`config.mk`:
```
export PLATFORM = sky130hd
export DESIGN_NAME = wb_cmd_master
export DESIGN_NICKNAME = d
export VERILOG_FILES = /design/src/rtl/wb_master_pkg.sv /design/src/rtl/wb_timeout_cnt.sv /design/src/rtl/wb_cmd_master.sv
export SDC_FILE = /design/constraint.sdc
export NUM_CORES = 1
export LEC_CHECK = 0
export ABC_AREA = 0
export ABC_CLOCK_PERIOD_IN_PS = 2100
export CAP_MARGIN = 15
export CORE_MARGIN = 10
export CORE_UTILIZATION = 31
export DETAILED_ROUTE_END_ITERATION = 16
export PLACE_DENSITY = 0.73
export SLEW_MARGIN = 20
export SYNTH_ARGS = -nofsm -noshare
export SYNTH_HDL_FRONTEND = slang
export SYNTH_SLANG_ARGS = --single-unit
```
`constraint.sdc`:
```
create_clock -name wb_clk_i -period 2.1 [get_ports wb_clk_i]
set_input_delay 0.42 -clock wb_clk_i [delete_from_list [all_inputs] [get_ports wb_clk_i]]
set_output_delay 0.42 -clock wb_clk_i [all_outputs]
set_load 0.01 [all_outputs]
```
`src/rtl/wb_master_pkg.sv`:
```
`default_nettype none
// ============================================================================
// Module      : wb_master_pkg
// Description : Shared types, default widths and helpers for wb_cmd_master.
// Revision    : 1.0 - initial release
// ============================================================================
package wb_master_pkg;

    typedef enum logic [1:0] {
        IDLE = 2'd0,
        BUS  = 2'd1,
        RESP = 2'd2
    } state_e;

    localparam int DEF_ADR_W   = 32;
    localparam int DEF_DAT_W   = 32;
    localparam int DEF_TIMEOUT = 255;

    // Counter must hold TIMEOUT itself; a disabled timeout still needs one bit.
    function automatic int cnt_width(input int timeout);
        int w;
        w = $clog2(timeout + 1);
        return (w < 1) ? 1 : w;
    endfunction

    localparam int CNT_W = cnt_width(DEF_TIMEOUT);

endpackage
`default_nettype wire

```
`src/rtl/wb_timeout_cnt.sv`:
```
`default_nettype none
// ============================================================================
// Module      : wb_timeout_cnt
// Description : Saturating bus-cycle counter flagging the final timeout cycle.
// Revision    : 1.0 - initial release
// ============================================================================
module wb_timeout_cnt
    import wb_master_pkg::*;
#(
    parameter int TIMEOUT = DEF_TIMEOUT,
    parameter int CNT_W_P = cnt_width(TIMEOUT)
) (
    input  logic clk_i,
    input  logic rst_i,
    input  logic en_i,
    input  logic clr_i,
    output logic expired_o
);

    localparam logic [CNT_W_P-1:0] C_MAX = CNT_W_P'(TIMEOUT);

    logic [CNT_W_P-1:0] cnt_q;

    always_ff @(posedge clk_i) begin
        if (rst_i || clr_i) begin
            cnt_q <= '0;
        end else if (en_i && (cnt_q != C_MAX)) begin
            cnt_q <= cnt_q + 1'b1;
        end
    end

    generate
        if (TIMEOUT == 0) begin : g_no_timeout
            assign expired_o = 1'b0;
        end else begin : g_timeout
            // Asserted during the TIMEOUT-th bus cycle, so abort lands on its closing edge.
            assign expired_o = (cnt_q == (C_MAX - 1'b1));
        end
    endgenerate

endmodule
`default_nettype wire

```
`src/rtl/wb_cmd_master.sv`:
```
`default_nettype none
// ============================================================================
// Module      : wb_cmd_master
// Description : Wishbone classic initiator turning a command stream into
//               single read/write cycles with one response per command.
// Revision    : 1.0 - initial release
// ============================================================================
module wb_cmd_master
    import wb_master_pkg::*;
#(
    parameter int ADR_W   = DEF_ADR_W,
    parameter int DAT_W   = DEF_DAT_W,
    parameter int TIMEOUT = DEF_TIMEOUT
) (
    input  logic               wb_clk_i,
    input  logic               wb_rst_i,
    input  logic               cmd_valid,
    output logic               cmd_ready,
    input  logic               cmd_we,
    input  logic [ADR_W-1:0]   cmd_adr,
    input  logic [DAT_W-1:0]   cmd_dat,
    input  logic [DAT_W/8-1:0] cmd_sel,
    output logic               rsp_valid,
    input  logic               rsp_ready,
    output logic [DAT_W-1:0]   rsp_dat,
    output logic               rsp_err,
    output logic               wbm_cyc_o,
    output logic               wbm_stb_o,
    output logic               wbm_we_o,
    output logic [ADR_W-1:0]   wbm_adr_o,
    output logic [DAT_W-1:0]   wbm_dat_o,
    output logic [DAT_W/8-1:0] wbm_sel_o,
    input  logic [DAT_W-1:0]   wbm_dat_i,
    input  logic               wbm_ack_i
);

    localparam int SEL_W = DAT_W / 8;

    state_e             state_q, state_d;
    logic               cyc_q, cyc_d;
    logic               stb_q, stb_d;
    logic               we_q, we_d;
    logic [ADR_W-1:0]   adr_q, adr_d;
    logic [DAT_W-1:0]   dat_q, dat_d;
    logic [SEL_W-1:0]   sel_q, sel_d;
    logic               rsp_valid_q, rsp_valid_d;
    logic [DAT_W-1:0]   rsp_dat_q, rsp_dat_d;
    logic               rsp_err_q, rsp_err_d;

    logic               expired;
    logic               cnt_en;
    logic               cnt_clr;

    assign cnt_en  = (state_q == BUS);
    assign cnt_clr = (state_q == RESP) && rsp_ready;

    wb_timeout_cnt #(
        .TIMEOUT   (TIMEOUT)
    ) u_timeout_cnt (
        .clk_i     (wb_clk_i),
        .rst_i     (wb_rst_i),
        .en_i      (cnt_en),
        .clr_i     (cnt_clr),
        .expired_o (expired)
    );

    always_ff @(posedge wb_clk_i) begin
        if (wb_rst_i) begin
            state_q     <= IDLE;
            cyc_q       <= 1'b0;
            stb_q       <= 1'b0;
            we_q        <= 1'b0;
            adr_q       <= '0;
            dat_q       <= '0;
            sel_q       <= '0;
            rsp_valid_q <= 1'b0;
            rsp_dat_q   <= '0;
            rsp_err_q   <= 1'b0;
        end else begin
            state_q     <= state_d;
            cyc_q       <= cyc_d;
            stb_q       <= stb_d;
            we_q        <= we_d;
            adr_q       <= adr_d;
            dat_q       <= dat_d;
            sel_q       <= sel_d;
            rsp_valid_q <= rsp_valid_d;
            rsp_dat_q   <= rsp_dat_d;
            rsp_err_q   <= rsp_err_d;
        end
    end

    always_comb begin
        state_d = state_q;
        case (state_q)
            IDLE:    if (cmd_valid)              state_d = BUS;
            BUS:     if (wbm_ack_i || expired)   state_d = RESP;
            RESP:    if (rsp_ready)              state_d = IDLE;
            default:                             state_d = IDLE;
        endcase
    end

    always_comb begin
        cyc_d       = cyc_q;
        stb_d       = stb_q;
        we_d        = we_q;
        adr_d       = adr_q;
        dat_d       = dat_q;
        sel_d       = sel_q;
        rsp_valid_d = rsp_valid_q;
        rsp_dat_d   = rsp_dat_q;
        rsp_err_d   = rsp_err_q;
        case (state_q)
            IDLE: begin
                if (cmd_valid) begin
                    cyc_d = 1'b1;
                    stb_d = 1'b1;
                    we_d  = cmd_we;
                    adr_d = cmd_adr;
                    dat_d = cmd_dat;
                    sel_d = cmd_sel;
                end
            end
            BUS: begin
                // Ack takes priority over a timeout on the same edge.
                if (wbm_ack_i || expired) begin
                    cyc_d       = 1'b0;
                    stb_d       = 1'b0;
                    we_d        = 1'b0;
                    adr_d       = '0;
                    sel_d       = '0;
                    rsp_valid_d = 1'b1;
                    rsp_err_d   = !wbm_ack_i;
                    rsp_dat_d   = (wbm_ack_i && !we_q) ? wbm_dat_i : '0;
                end
            end
            RESP: begin
                if (rsp_ready) begin
                    rsp_valid_d = 1'b0;
                end
            end
            default: ;
        endcase
    end

    assign cmd_ready = (state_q == IDLE);
    assign rsp_valid = rsp_valid_q;
    assign rsp_dat   = rsp_dat_q;
    assign rsp_err   = rsp_err_q;
    assign wbm_cyc_o = cyc_q;
    assign wbm_stb_o = stb_q;
    assign wbm_we_o  = we_q;
    assign wbm_adr_o = adr_q;
    assign wbm_dat_o = dat_q;
    assign wbm_sel_o = sel_q;

endmodule
`default_nettype wire

```
==> impl_metrics.env <==
export IMPL_status="completed"
export IMPL_worstPathMaxFanout=7
export IMPL_hold_viol=0
export IMPL_skew_ns=0.007188
export IMPL_holdWs_ns=0.3890
export IMPL_synth_area_leaders="dfxtp_1, nand2_1, a21oi_1"
export IMPL_drt_iter0_drc=172
export IMPL_clock_sinks=114
export IMPL_clock_tree_buffer_depth=2
export IMPL_numCtsBuffers=17
export IMPL_ys_ff_latch=114
export IMPL_place_gp_congestion=0.7622
export IMPL_detail_route_antenna_nets=0
export IMPL_multi_input_area_sq_um=1562
export IMPL_p_per_area_nw_per_um2=881.4
export IMPL_final_setup_viol_count=0
export IMPL_antenna_found_initial=0
export IMPL_ir_drop_mv=0.5794
export IMPL_worst_setup_path_start_kind="flip-flop"
export IMPL_slew_headroom_pct=75.15
export IMPL_fin_area_sq_um=6919
export IMPL_vias=3883
export IMPL_cts_hold_buf=0
export IMPL_cts_root_buf="clkbuf_16"
export IMPL_grt_usage_pct=14.75
export IMPL_die_x_um=133.9
export IMPL_arrival_ns=1.58
export IMPL_grt_pass1_wl_um=20930
export IMPL_tritoncts="done"
export IMPL_cp_end_kind="primary output"
export IMPL_crit_type="reg -> out"
export IMPL_viasPerCell=4.645
export IMPL_crit_path_top_delay_cell="clkdlybuf4s50_1"
export IMPL_fin_crit_ns=2.005
export IMPL_post_cts_repair_setup_buffers=0
export IMPL_antenna_cells=0
export IMPL_final_setup_tns_ns=0
export IMPL_dpl_cell_area_sq_um=6310
export IMPL_timing_fmax_mhz=498.8
export IMPL_rsz0062_at_grt="no"
export IMPL_clkLatencyLatePin_ns=0.41
export IMPL_final_core_util_pct=54.61
export IMPL_die_area_sq_um=17930
export IMPL_wl_per_cell_um=16.38
export IMPL_seq_area_sq_um=2282
export IMPL_fin_ws_ns=0.09503
export IMPL_synth_cell_type_count=33
export IMPL_place_hpwl_um=10560
export IMPL_overflow=0
export IMPL_initial_utilization_pct=31.74
export IMPL_die_h_um=133.9
export IMPL_grt_pass1_vias=3955
export IMPL_firstDrtPassIters=4
export IMPL_synth_area_sq_um=4021
export IMPL_drive_gt1_share_pct=8.133
export IMPL_syn_to_final_growth_pct=72.06
export IMPL_io_pins=212
export IMPL_synth_seq_area_share_pct=56.75
export IMPL_synth_top_cell_by_area="dfxtp_1"
export IMPL_syn_avg_cell_area_sq_um=9.098
export IMPL_crit_path_start="state_q[1]$_SDFFE_PP0P_"
export IMPL_fin_nets=759
export IMPL_fin_crit_sh_pct=95.47
export IMPL_p_leak_uw=0.002566
export IMPL_max_cap_violations=0
export IMPL_hold_start="wb_rst_i"
export IMPL_path_cells="nor2_1, clkdlybuf4s50_1"
export IMPL_hold_path_class="in -> reg"
export IMPL_route_detailed_drc=0
export IMPL_cts_resized=0
export IMPL_syn_instance_count=442
export IMPL_critical_path_max_stage_delay_ns=0.62
export IMPL_r2r_start="u_timeout_cnt.cnt_q[0]$_SDFFE_PP0P_"
export IMPL_grt_start_max_net_pins=51
export IMPL_cts_reportedPaths_clkPinSlew_ns=0.06
export IMPL_fillers=1143
export IMPL_synth_nets=550
export IMPL_yosysWarningCount=0
export IMPL_core_area_sq_um=12670
export IMPL_htree_num_levels=4
export IMPL_wl_um=13700
export IMPL_drv_slew=0
export IMPL_rows=41
export IMPL_tightest_slew_ns=0.3715
export IMPL_netlist_area_leader_share_pct=56.75
export IMPL_post_place_ws_ns=0.3011
export IMPL_cp_required_ns=1.68
export IMPL_portBuffers=211
report_power, final:
group	switching, uW	internal, uW
registers	68.1	2280
logic	356	475
clock network	1040	1880
layout make-up:
class                   count  share of cell area (%)
well taps                 172                   3.110
multi-input cells         292                   22.57
flip-flops and latches    114                   32.98
repair buffers            221                   32.26
clock inverters            15                   2.658
inverters                   5                  0.2712
clock buffers              17                   6.148
placed cells by master (no fill, tap or decap), drive strengths merged:
| cell type | instances |
|---|---|
| nand4 | 2 |
| mux2i | 2 |
| bufinv | 3 |
| and2b | 1 |
| nand2 | 142 |
| nand3b | 2 |
| a31o | 1 |
| buf | 11 |
| and4 | 1 |
| nor3b | 1 |
| nor3 | 2 |
| clkinvlp | 3 |
| and3 | 1 |
| nor2 | 9 |
| a211oi | 5 |
| nand2b | 2 |
| clkbuf | 17 |
| a21oi | 73 |
| a2111oi | 1 |
| a41oi | 1 |
| nand3 | 1 |
| and2 | 1 |
| inv | 8 |
| clkinv | 6 |
| a22o | 33 |
| xnor2 | 6 |
| ha | 2 |
| o22ai | 1 |
| a41o | 1 |
| o21ai | 1 |
| clkdlybuf4s50 | 210 |
| dfxtp | 114 |
flip-flops by register name, summed over array words and instances (netlist names):
name / flops
rsp_dat: 32
wbm_stb_o: 1
state_q: 2
wbm_adr_o: 32
u_timeout_cnt.cnt_q: 8
wbm_dat_o: 32
rsp_err: 1
wbm_sel_o: 4
wbm_we_o: 1
rsp_valid: 1
cell families (layout without fill, tap and decap cells):
kind of cell | Yosys count | in the layout | share of synthesized area [%]
flip-flops | 114 | 114 | 56.75
multiplexers | 2 | 2 | 0.4978
XOR/XNOR | 6 | 6 | 1.307
AO/OA/AOI/OAI | 117 | 117 | 19.57
buffers and inverters | 36 | 258 | 4.667
adder cells (fa/ha/maj) | 2 | 2 | 0.6222
AND/OR/NAND/NOR | 165 | 165 | 16.58
worst max-delay path: cells and delay by family (launching register included):
kind / cells / cell delay, ns
buffers and inverters: 1 / 0.62
flip-flops: 1 / 0.35
AND/OR/NAND/NOR: 1 / 0.21
layer usage:
metal	part of all wire (%)	vias to the layer above	track usage (%)	wire, um
met5	0	-	0	0
met4	1.5	0	5.562	199
met3	10	18	7.282	1390
met2	48	158	24.83	6627
met1	40	1794	15.57	5481
li1	-	1913	-	-
cells in the mapped netlist:
cell type  count
nand4_1        2
and3_1         1
buf_4          4
a41oi_2        1
nor2_1         9
xnor2_1        6
a21oi_4        1
buf_2          6
nand3b_1       2
and2b_2        1
nor3_2         1
o21ai_4        1
ha_1           2
nand2b_1       2
and4_4         1
nor3_1         1
buf_1          2
dfxtp_1      114
mux2i_1        2
a211oi_1       5
buf_6          4
nor3b_1        1
a41o_4         1
o22ai_1        1
nand2_1      142
nand3_1        1
a31o_2         1
a2111oi_2      1
clkbuf_1      15
a21oi_1       72
inv_1          5
and2_1         1
a22o_1        33
through the flow:
| step | total power, uW | std cells |
|---|---|---|
| final | 6099 | 836 |
| after global routing | 6364 | 836 |
| after CTS | 6193 | 836 |
| after detailed placement | 3238 | 804 |
| after global placement | 3217 | 804 |
| after floorplan | 2708 | 442 |
path summary, 6_finish.rpt:
check                               to  slack [ns]  cells after the start
max                          cmd_ready         0.1                      2
min          wbm_dat_o[0]$_SDFFE_PP0P_        0.39                      2
max reg2reg    rsp_dat[2]$_SDFFE_PP0P_        0.54                      6
min reg2reg     rsp_valid$_SDFFE_PP0P_        0.45                      2
(Power assumes the default switching activity.)
